**src/rtl/fetch_stage_pkg.sv**
```systemverilog
// Shared constants for the instruction-fetch front end: widths, reset PC and PC step.
package fetch_stage_pkg;

    localparam int          ADDR_W       = 16;
    localparam int          INST_W       = 16;
    localparam int          IQ_DEPTH_DEF = 2;
    localparam logic [15:0] RESET_PC_DEF = 16'h0000;
    localparam int          PC_INC       = 2;

endpackage

```
**src/rtl/fetch_queue.sv**
```systemverilog
// Small synchronous FIFO holding {inst, pc} pairs between instruction memory and decode.
module fetch_queue #(
    parameter int DEPTH = 2,
    parameter int W     = 32,
    parameter int CW    = $clog2(DEPTH + 1)
) (
    input  logic          clk,
    input  logic          rst_n,
    input  logic          flush_i,
    input  logic          push_i,
    input  logic [W-1:0]  push_data_i,
    input  logic          pop_i,
    output logic [W-1:0]  head_o,
    output logic [CW-1:0] count_o
);
    localparam int PW = (DEPTH > 1) ? $clog2(DEPTH) : 1;

    logic [W-1:0]  mem_q [DEPTH];
    logic [PW-1:0] rd_ptr_q, wr_ptr_q;
    logic [CW-1:0] count_q;

    assign head_o  = mem_q[rd_ptr_q];
    assign count_o = count_q;

    always_ff @(posedge clk or negedge rst_n) begin
        if (!rst_n) begin
            rd_ptr_q <= '0;
            wr_ptr_q <= '0;
            count_q  <= '0;
        end else if (flush_i) begin
            rd_ptr_q <= '0;
            wr_ptr_q <= '0;
            count_q  <= '0;
        end else begin
            if (push_i) wr_ptr_q <= (wr_ptr_q == PW'(DEPTH - 1)) ? '0 : wr_ptr_q + PW'(1);
            if (pop_i)  rd_ptr_q <= (rd_ptr_q == PW'(DEPTH - 1)) ? '0 : rd_ptr_q + PW'(1);
            count_q <= count_q + CW'(push_i) - CW'(pop_i);
        end
    end

    // NOTE: storage is left unreset; count gates every read, so its contents never matter while empty.
    always_ff @(posedge clk) begin
        if (push_i && !flush_i) mem_q[wr_ptr_q] <= push_data_i;
    end

endmodule

```
**src/rtl/fetch_stage.sv**
```systemverilog
// Fetch front end: credit-limited sequential PC requests, in-order response queue, redirect flush.
module fetch_stage
    import fetch_stage_pkg::*;
#(
    parameter int            AW       = ADDR_W,
    parameter int            IQ_DEPTH = IQ_DEPTH_DEF,
    parameter logic [AW-1:0] RESET_PC = AW'(RESET_PC_DEF)
) (
    input  logic              clk,
    input  logic              rst_n,
    output logic              imem_req_valid,
    input  logic              imem_req_ready,
    output logic [AW-1:0]     imem_req_addr,
    input  logic              imem_rsp_valid,
    input  logic [INST_W-1:0] imem_rsp_data,
    input  logic              redirect_valid,
    input  logic [AW-1:0]     redirect_pc,
    input  logic              halt,
    output logic              out_valid,
    input  logic              out_ready,
    output logic [INST_W-1:0] out_inst,
    output logic [AW-1:0]     out_pc
);
    localparam int CW = $clog2(IQ_DEPTH + 1);

    logic [AW-1:0]        pc_q, pc_d;
    logic [CW-1:0]        in_flight_q, in_flight_d;
    logic [CW-1:0]        drop_q, drop_d;
    logic [CW-1:0]        q_count;
    logic [CW:0]          outstanding;
    logic                 req_ok, req_hs, rsp_drop, q_push, q_pop;
    logic [AW-1:0]        rsp_pc;
    logic [INST_W+AW-1:0] q_head;

    assign outstanding    = {1'b0, in_flight_q} + {1'b0, q_count};
    assign req_ok         = !halt && !redirect_valid && (outstanding < (CW+1)'(IQ_DEPTH));
    assign imem_req_valid = rst_n && req_ok;
    assign imem_req_addr  = pc_q;
    assign req_hs         = req_ok && imem_req_ready;

    assign rsp_drop = imem_rsp_valid && (drop_q != '0);
    assign q_push   = imem_rsp_valid && !rsp_drop && !redirect_valid;
    // Once stale responses are drained, every in-flight request is consecutive and ends just below pc_q.
    assign rsp_pc   = pc_q - AW'(PC_INC) * AW'(in_flight_q);

    assign out_valid = (q_count != '0);
    assign q_pop     = out_valid && out_ready;
    assign out_inst  = out_valid ? q_head[AW +: INST_W] : '0;
    assign out_pc    = out_valid ? q_head[AW-1:0] : '0;

    // NOTE: next-state logic uses blocking defaults so every path assigns a value and no latch forms.
    always_comb begin
        pc_d        = pc_q;
        in_flight_d = in_flight_q + CW'(req_hs) - CW'(imem_rsp_valid);
        drop_d      = drop_q;
        if (redirect_valid) begin
            pc_d   = redirect_pc;
            drop_d = in_flight_q - CW'(imem_rsp_valid);
        end else begin
            if (req_hs)   pc_d   = pc_q + AW'(PC_INC);
            if (rsp_drop) drop_d = drop_q - CW'(1);
        end
    end

    always_ff @(posedge clk or negedge rst_n) begin
        if (!rst_n) begin
            pc_q        <= RESET_PC;
            in_flight_q <= '0;
            drop_q      <= '0;
        end else begin
            pc_q        <= pc_d;
            in_flight_q <= in_flight_d;
            drop_q      <= drop_d;
        end
    end

    fetch_queue #(
        .DEPTH (IQ_DEPTH),
        .W     (INST_W + AW),
        .CW    (CW)
    ) u_queue (
        .clk         (clk),
        .rst_n       (rst_n),
        .flush_i     (redirect_valid),
        .push_i      (q_push),
        .push_data_i ({imem_rsp_data, rsp_pc}),
        .pop_i       (q_pop),
        .head_o      (q_head),
        .count_o     (q_count)
    );

endmodule

```
**config.mk**
```make
export PLATFORM = sky130hd
export DESIGN_NAME = fetch_stage
export DESIGN_NICKNAME = d
export VERILOG_FILES = /design/src/rtl/fetch_stage_pkg.sv /design/src/rtl/fetch_queue.sv /design/src/rtl/fetch_stage.sv
export SDC_FILE = /design/constraint.sdc
export NUM_CORES = 1
export LEC_CHECK = 0
export CAP_MARGIN = 20
export CORE_MARGIN = 5
export CORE_UTILIZATION = 51
export DETAILED_ROUTE_END_ITERATION = 12
export PLACE_DENSITY = 0.89
export SYNTH_ARGS = -nofsm -noshare
export SYNTH_HDL_FRONTEND = slang
export SYNTH_SLANG_ARGS = --single-unit
```
**constraint.sdc**
```tcl
create_clock -name clk -period 4.02 [get_ports clk]
set_input_delay 0.402 -clock clk [delete_from_list [all_inputs] [get_ports clk]]
set_output_delay 0.402 -clock clk [all_outputs]
set_load 0.01 [all_outputs]
```
==> results.json <==
{
  "outcome": "complete, no violations",
  "fin_crit_ps": 3170,
  "stdcell_count": 535,
  "critPathKind": "register to output pin",
  "reg2reg_to": "in_flight_q[1]$_DFF_PN0_",
  "fmax_mhz": 315,
  "finalPower_mw": 3.07,
  "cts_tree": "built",
  "final_antenna_net_count": 0,
  "htree_levels": 3,
  "synth_area_leaders": "edfxtp_1 (46%), dfrtp_1 (14%), mux2i_1 (7.9%)",
  "n_fill_cell": 638,
  "first_pass_iters": 5,
  "vias": 2889,
  "io_pins": 89,
  "critPathCaptureType": "output pin",
  "max_stage_delay_ps": 600,
  "final_area_sq_mm": 0.00532,
  "worstPathRequired_ps": 3620,
  "power_leakage_nw": 1.95,
  "hold_buffers": 0,
  "cts_setup_buffers": 0,
  "ff2ff_setup_slack_ps": 1210,
  "synth_fp_nets": 392,
  "routedWlPerCell_um": 16.7,
  "yosys.area.top_type": "edfxtp_1",
  "die_h_um": 100,
  "slowest_stage": "nor4_2",
  "synth_area_sq_mm": 0.00417,
  "ys.flop_type": "edfxtp_1",
  "maxCapViolCount": 0,
  "crit_path_max_fanout": 7,
  "ir_worst_vdd_v": 0.000306,
  "fin_ws_ps": 850,
  "track_usage_pct": 18.7,
  "nets": 475,
  "ys_seq_elements": 88,
  "drt-initial-drc-count": 127,
  "synth_top_area_share_pct": 46.1,
  "slew_viol_final": 0,
  "wl_um": 8940,
  "vias_per_cell": 5.40,
  "setup_tns_ps": 0,
  "seq_area_frac_synth_pct": 60.5,
  "reg2reg_from": "in_flight_q[0]$_DFF_PN0_",
  "die_area_sq_mm": 0.0101,
  "clock_latency_ps": 340,
  "start_util_pct": 51.5,
  "grt_overflow": 0,
  "worst_pin_slew_ps": 957,
  "area_delta_synth_final_pct": 27.4,
  "hold_violations": 0,
  "synthArstFlopShare_pct": 27.3,
  "drcViolationCount": 0,
  "io_buffers": 88,
  "cp_top_family": "simple AND/OR/NAND/NOR gates",
  "first_global_vias": 3021,
  "cts_resized": 0,
  "worst_ep_arrival_time_ps": 2770,
  "r2r_cells": 11,
  "dp_cells": 519,
  "die_w_um": 100,
  "post-place-ws_ps": 1060,
  "cts.clk_slew.worst_paths_ps": 90,
  "fin_skew_ps": 7.91,
  "grt_max_degree": 34,
  "num_rows": 33,
  "syn-instance-count": 342,
  "synth_cell_types": 43,
  "synth-edff-count": 64,
  "startpoint": "in_flight_q[0]$_DFF_PN0_",
  "setup_viol": 0,
  "period_share_pct": 78.8,
  "cts_buffers": 9,
  "clockBufferDepth": 2,
  "antenna_found_initial": 0,
  "grt_pass1_wl_um": 14800,
  "maxSlewHeadroom_pct": 36.2,
  "placed_area_sq_mm": 0.00515,
  "antenna_cells": 0,
  "power_density_mw_per_mm2": 577,
  "globalplace.congestion": 0.893,
  "path_buf_inv": 2,
  "drive_gt1_share_pct": 6.28,
  "cts_sinks": 88,
  "coreArea_sq_mm": 0.00809,
  "avgSynthCellArea_sq_um": 12.2,
  "hp-class": "input port to async pin",
  "rsz0062_at_grt": "no",
  "cp_cell_sequence": "inv_1 -> nor2_1 -> fa_1 -> nor4_2 -> and2_1 -> clkdlybuf4s50_1",
  "dpl.hpwl_um": 6430,
  "root_buffer": "clkbuf_8",
  "ys_warn_count": 0,
  "cp-start-kind": "register"
}
## cell families after synthesis
family | after synthesis | synth area share [%]
simple gates | 117 | 14.3
flops | 88 | 60.5
buf+inv | 38 | 3.57
mux | 34 | 8.19
compound gates | 33 | 5.40
xor+xnor | 21 | 4.41
fa+ha+maj | 11 | 3.66
## through the flow
step / utilization [%] / hold WS (ps)
floorplan: - / 106
global placement: 63.6 / 480
detailed placement: 63.6 / 478
CTS: 65.7 / 403
global route: 65.7 / 420
finish: 65.7 / 405
## layout by cell type (no fill, tap or decap), types with 10 or more instances in the layout
master,count
inv_1,16
mux2i_1,33
nand2_1,16
nor2_1,44
nand3_1,10
dfrtp_1,23
edfxtp_1,64
clkdlybuf4s50_1,88
xor2_1,13
## cell usage after synthesis, types with 4 or more instances
library cell / number
xnor2_1: 8
xor2_1: 13
edfxtp_1: 64
dfrtp_1: 24
a21oi_1: 6
nor2_1: 45
nand2_1: 16
nand4_1: 5
nor3_1: 8
ha_1: 9
o21ai_0: 8
and2_1: 6
clkbuf_1: 20
nand2b_1: 4
mux2i_1: 33
inv_1: 16
and3_1: 4
nand3_1: 10
## where the power goes
group / internal [mW] / switching, mW
clock network: 0.223 / 0.305
logic: 0.654 / 0.600
registers: 1.12 / 0.166
## cell type report
cell class / count / area [sq um] / share of cell area [%]
Clock inverter: 7 / 45.0 / 0.847
Multi-Input combinational cell: 216 / 1510 / 28.4
Sequential cell: 88 / 2520 / 47.5
Tap cell: 105 / 131 / 2.47
Clock buffer: 9 / 124 / 2.33
Inverter: 17 / 66.3 / 1.25
Timing Repair Buffer: 93 / 918 / 17.3
## worst max-delay path by stage
stage                                     to  slack, ps  depth (start not counted)
2_1_floorplan  u_queue.mem_q[0][0]$_DFFE_PP_        490                          3
3_3_place_gp                  imem_req_valid       1140                          4
3_5_place_dp        in_flight_q[1]$_DFF_PN0_       1060                          9
4_1_cts                       imem_req_valid        840                          6
5_1_grt                       imem_req_valid        700                          6
6_report                      imem_req_valid        850                          6
## registers in the layout (all words and copies together) (netlist names)
name / flops
u_queue.rd_ptr_q: 1
u_queue.wr_ptr_q: 1
u_queue.mem_q: 64
drop_q: 2
in_flight_q: 2
imem_req_addr: 16
u_queue.count_o: 2
## routing by layer
metal  vias up  GRT usage [%]  wire [um]
li1       1396              -          -
met1      1360           24.0       3840
met2       123           31.1       4320
met3        10           5.14        657
met4         0           5.39        115
met5         -              0          0
(Power assumes the default switching activity.)
